==> config.mk <==
export PLATFORM = sky130hd
export DESIGN_NAME = sorted_vector_streamer
export DESIGN_NICKNAME = d
export VERILOG_FILES = /design/src/rtl/sorted_vector_streamer.sv
export SDC_FILE = /design/constraint.sdc
export NUM_CORES = 1
export LEC_CHECK = 0
export ABC_AREA = 1
export CORE_ASPECT_RATIO = 1.4
export CORE_MARGIN = 4
export CORE_UTILIZATION = 60
export CTS_CLUSTER_DIAMETER = 150
export DETAILED_ROUTE_END_ITERATION = 8
export DONT_BUFFER_PORTS = 1
export PLACE_DENSITY_LB_ADDON = 0.05
export SYNTH_ARGS = -nofsm -noshare
export SYNTH_HDL_FRONTEND = slang
export SYNTH_SLANG_ARGS = --single-unit
==> constraint.sdc <==
create_clock -name clk -period 2.7 [get_ports clk]
set_input_delay 0.405 -clock clk [delete_from_list [all_inputs] [get_ports clk]]
set_output_delay 0.405 -clock clk [all_outputs]
set_load 0.1 [all_outputs]
==> src/rtl/sorted_vector_streamer.sv <==
// Streams a sorted packed key vector one key per beat, ascending or descending,
// and flags any accepted vector that is not non-decreasing.
module sorted_vector_streamer #(
    parameter int WIDTH = 4,
    parameter int N     = 4
) (
    input  logic               clk,
    input  logic               rst_n,
    input  logic [N*WIDTH-1:0] in_data,
    input  logic               in_desc,
    input  logic               in_valid,
    output logic               in_ready,
    output logic [WIDTH-1:0]   out_data,
    output logic               out_last,
    output logic               out_valid,
    input  logic               out_ready,
    output logic               order_err,
    input  logic               clr_err
);
    localparam int IW = $clog2(N);
    localparam logic [IW-1:0] LAST = IW'(N - 1);

    typedef enum logic {IDLE, SEND} state_t;

    state_t             state, state_n;
    logic [IW-1:0]      idx, idx_n, sel;
    logic [N*WIDTH-1:0] buffer, buf_n;
    logic               desc_q, desc_n;
    logic               beat, at_last, load, bad;

    assign beat     = out_valid & out_ready;
    assign at_last  = (idx == LAST);
    assign in_ready = (state == IDLE) | (beat & at_last);
    assign load     = in_valid & in_ready;

    always_comb begin
        bad = 1'b0;
        for (int k = 0; k < N - 1; k++) begin
            if (in_data[(k+1)*WIDTH +: WIDTH] < in_data[k*WIDTH +: WIDTH])
                bad = 1'b1;
        end
    end

    // Outputs are registered, so they are derived from next-cycle state.
    always_comb begin
        state_n = state;
        idx_n   = idx;
        buf_n   = buffer;
        desc_n  = desc_q;
        if (load) begin
            state_n = SEND;
            idx_n   = '0;
            buf_n   = in_data;
            desc_n  = in_desc;
        end else if (beat) begin
            if (at_last)
                state_n = IDLE;
            else
                idx_n = idx + 1'b1;
        end
        sel = desc_n ? (LAST - idx_n) : idx_n;
    end

    always_ff @(posedge clk or negedge rst_n) begin
        if (!rst_n) begin
            state     <= IDLE;
            idx       <= '0;
            buffer    <= '0;
            desc_q    <= 1'b0;
            out_valid <= 1'b0;
            out_data  <= '0;
            out_last  <= 1'b0;
            order_err <= 1'b0;
        end else begin
            state     <= state_n;
            idx       <= idx_n;
            buffer    <= buf_n;
            desc_q    <= desc_n;
            out_valid <= (state_n == SEND);
            out_data  <= buf_n[int'(sel)*WIDTH +: WIDTH];
            out_last  <= (idx_n == LAST);
            if (load && bad)
                order_err <= 1'b1;
            else if (clr_err)
                order_err <= 1'b0;
        end
    end
endmodule

Word-level counts from Yosys, hierarchy flattened
Index checks and enable logic that the tools add are counted.
{"block": "word_totals", "reg_bits": 26, "input_bits": 22, "output_inout_bits": 8, "word_cells": 39}
{"block": "classes", "add_sub_neg": 2, "magnitude_cmp": 3, "eq_ne": 2, "n_shift": 1, "muxes": 14, "bitwise": 5, "n_reduce_logical": 5}
{"op": "2-to-1 mux 16 bit", "count": 1}
{"op": "variable part select 16 x 5 -> 4 bit", "count": 1}
{"op": "less-than comparator 4 bit", "count": 3}
{"op": "2-to-1 mux 1 bit", "count": 9}
{"op": "2-to-1 mux 2 bit", "count": 4}
{"op": "nonzero test 2 bit", "count": 3}
{"op": "== test 2 bit (second input constant)", "count": 2}
{"op": "bitwise AND 1 bit", "count": 3}
{"op": "adder 2 x 1 -> 2 bit (second input constant)", "count": 1}
{"op": "AND reduction 2 bit", "count": 1}
{"op": "subtractor 2 bit (first input constant)", "count": 1}
{"op": "logical AND 1 bit", "count": 1}
{"op": "NOT 1 bit", "count": 1}
{"op": "bitwise OR 1 bit", "count": 1}

Depth between registers and ports, before layout
{"block": "logic_depth", "word_depth": 8, "depth_mapped": 11}

Worst setup path before layout
Ideal clock, no wire load.
{"block": "synth_path", "path_type": "register to register", "start": "register state", "end": "register out_data[0]", "arrival_time_ns": 2.078, "path_slack_ns": 0.504, "path_stages_with_launch": 10, "n_path_buf": 0, "path_cell_list": "dfrtp_1 -> nand2_4 -> nand2_8 -> nand2_4 -> inv_4 -> nand2_2 -> nand2_1 -> nand2_1 -> nand3_1 -> nand2_1"}
{"block": "synth_between", "elab_chain_len": 8, "elab_cells_between_ends": 12}
{"element": "from (decl)", "line": "25", "source": "state_t state, state_n;"}
{"element": "from (signal assigned)", "line": "75", "source": "state <= state_n;"}
{"element": "bitwise AND 1 bit (2 in series)"}
{"element": "bitwise OR 1 bit (*)", "line": "33", "source": "assign in_ready = (state == IDLE) | (beat & at_last);"}
{"element": "net in_ready", "line": "12", "source": "output logic in_ready,"}
{"element": "bitwise AND 1 bit (*)", "line": "34", "source": "assign load = in_valid & in_ready;"}
{"element": "2-to-1 mux 2 bit (*)", "line": "50", "source": "if (load) begin"}
{"element": "net idx_n[0]", "line": "26", "source": "logic [IW-1:0] idx, idx_n, sel;"}
{"element": "subtractor 2 bit", "line": "61", "source": "sel = desc_n ? (LAST - idx_n) : idx_n;"}
{"element": "2-to-1 mux 2 bit (*)", "line": "61"}
{"element": "variable part select 16 x 5 -> 4 bit (*)", "line": "80", "source": "out_data <= buf_n[int'(sel)*WIDTH +: WIDTH];"}
{"element": "to (signal assigned)", "line": "80"}
{"element": "to (decl)", "line": "13", "source": "output logic [WIDTH-1:0] out_data,"}
Mark *: on every way through the listed nets, which the timed path passes. The rest lies on a longest branch.
A chain may end at the register's enable or synchronous reset.

Worst setup path in the final report
{"block": "layout_path", "start": "register idx[0]", "end": "output in_ready"}
{"block": "layout_between", "elab_chain_len": 3}
{"element": "from (decl)", "line": "26"}
{"element": "from (signal assigned)", "line": "76", "source": "idx <= idx_n;"}
{"element": "== test 2 bit", "line": "32", "source": "assign at_last = (idx == LAST);"}
{"element": "bitwise AND 1 bit", "line": "33"}
{"element": "bitwise OR 1 bit", "line": "33"}
{"element": "to (decl)", "line": "12"}
Every way passes these cells.

==> results.md <==
- Maximum clock insertion buffer count: 2
- Final global-route overflow total: 0
- Worst setup margin: about 1.0 ns
- Crit Path Max Fanout: 5
- Kind of start point of the critical path: register
- HPWL after DPL: around 2.5 mm
- Initial DRC count: 15
- Mean routed wirelength per cell: 13.1 microns
- Peak VDD IR: roughly 0.76 mV
- Die height: between 60 and 70 microns
- MaxCap Viol Count: 0
- DRT antenna net count: 0
- CP cell instances: nand3_2 > nand2_4 > buf_4
- Fin nets: 233
- Clock Sinks: 26
- Worst path buffer plus inverter count: 1
- DR vias/cell: 4.98
- Post-DP Area: 0.00161 sq mm
- Rel. slew slack: between 40 and 50%
- Tcrit/Tclk final: between 60 and 70%
- Design Area, Final: 0.00168 sq mm
- Crit path capture type: output port
- Critical Path RT: approximately 2.3 ns
- Post-synthesis cell type count: 18
- Global placement routability congestion: ~0.8
- CTS tree: yes
- Via Count: between 1000 and 1500
- Dpl ws: between 1 and 1.5 ns
- Io pins: 30
- # placed instances: ~230
- Core area: roughly 0.0025 sq mm
- Endpoint, Worst Hold: order_err
- Setup Fix Bufs, Post-CTS: 0
- Fmax: around 0.59 GHz
- Max stage delay on crit path: 0.42 ns
- Register area share after synthesis: between 40% and 50%
- Hold Fails Final Rpt: 0
- Synthesis-to-finish area growth: 5.67%
- Final setup vio count: 0
- Critical path class: register to output port
- Number of global-route vias before repair: ~1200
- I/O Buffers: 0
- Diodes inserted: 0
- Initial antenna violation count: 0
- Synthesized area per cell: between 8 and 9 sq um
- CP delay by family, top: flip-flops
- Final WL: around 3 mm
- Post-Syn Nets: approximately 230
- Most common library cells after synthesis: nand2_1 (48), inv_1 (46), dfrtp_1 (26)
- Synth warn: 0
- Worst Tran Pin Value: ~0.90 ns
- Pins over their slew limit: 0
- Lkg Pwr: about 0.94 nW
- Setup Skew: 0.00226 ns
- Cell area after synthesis: 0.00159 sq mm
- Std cell rows: 21
- Finished Layout Cells: ~240
- CP arrival: between 1 and 1.5 ns
- Crit Reg-Reg Startpoint: idx[0]
- Detailed Routing Iterations Pass 1: 4
- Clk Latency, worst-skew pair: between 0.3 and 0.4 ns
- Total Power: about 0.0023 W
- Worst hold path type: input pin to register
- Tot GR Track Use: about a fifth
- Worst path depth: 3
- WHS Path Cells: 1
- Tmin final: 1.69 ns
- Die W: between 50 and 60 microns
- DRC: 0
- CP max stage cell: dfrtp_1
- Worst reg-to-reg setup slack: about 1.2 ns
- CTS Buf Count: 3
- Min-delay src: clr_err
- Starting Density: approximately 64%
- Most frequent cell after synthesis: nand2_1
- Status: complete, no violations
- Worst r2r dst: out_data[3]
- Yosys top cell area share: around two fifths
- R2R cell count: 10
- RSZ-0062 raised after global routing: no
- Worst-path clk slew: about 0.14 ns
- Ys flop type: dfrtp_1
- First-pass GRT wire length: 5.11 mm
- Setup TNS: 0 ns
- EDFF count, synth: 0
- Die area: 0.00355 sq mm
- H-tree lvl count: 1
- Largest net degree at the start of global routing: 38
- Largest area contributor in the netlist: dfrtp_1
- Area contributors post-synth: dfrtp_1 (41%), nand2_1 (11%), inv_1 (11%), ha_1 (7.1%), nand2_4 (6.4%)
- PD cells: ~1400 mW/mm^2
- Post-Synthesis Cells: slightly below 200
- Post-synthesis register bit count: 26
- Asr flop ratio synth: 100%
- Ratio of cells with drive above 1 in the final layout: ~16%
- CTS root buffer: clkbuf_4
[through the flow]
stage          util (%)  hold WS [ns]
3_3_place_gp       65.3         0.110
2_1_floorplan         -         0.109
3_5_place_dp       65.3         0.110
5_1_grt            68.0         0.146
6_report           68.0         0.169
4_1_cts            68.0         0.167
[worst max-delay path by stage]
stage	from	to	slack, ns
4_1_cts	order_err	order_err	1.01
5_1_grt	idx[0]	in_ready	0.94
3_5_place_dp	idx[0]	out_data[0]	1.16
2_1_floorplan	state	out_data[0]	0.50
3_3_place_gp	idx[0]	out_data[2]	1.21
6_report	idx[0]	in_ready	1.01
[state kept, by name, summed over array words and instances, names as in the netlist]
name / count
buffer: 16
desc_q: 1
idx: 2
order_err: 1
out_data: 4
out_last: 1
state: 1
[routing by layer]
| layer | track usage [%] | routed length (microns) |
|---|---|---|
| met4 | 5.90 | 38 |
| met2 | 36.1 | 1670 |
| met5 | 0 | 0 |
| met3 | 3.44 | 132 |
| met1 | 22.9 | 1230 |
[report_power, final]
group          internal, W  switching (W)
Sequential        0.000570       0.000407
Clock            0.0000826       0.000117
Combinational     0.000355       0.000755
Total              0.00101        0.00128
[timing repair]
item                                    in CTS  in global routing
endpoints found under the hold margin       26                  0
hold buffers                                 2                  0
resized for setup                            0                  0
endpoints found under the setup margin       0                  0
[layout by cell type, fill, tap and decap left out, types with 3 or more instances in the layout]
cell	instances
nand2_2	6
nand2_4	9
nand2_1	48
ha_1	9
nand3_1	17
dfrtp_1	26
inv_1	46
o21ai_0	4
o21ai_1	11
a21oi_1	4
o21ai_2	4
clkbuf_4	3
[final cells by class]
class                      count  area [sq um]
inverter                      49           186
clock buffer                   4          36.3
sequential                    26           651
tap                           34          42.5
timing repair buffer           4          45.0
fill                         213           791
multi-input combinational    118           718
[cell families after synthesis]
family                   count (synthesis)  synth area share (%)
buffers and inverters                   52                  13.9
flip-flops                              26                  40.9
AO/OA/AOI/OAI                           23                  8.19
adder cells (fa/ha/maj)                  9                  7.09
AND/OR/NAND/NOR                         86                  29.9
No activity file was read; power rests on OpenSTA's default activity.
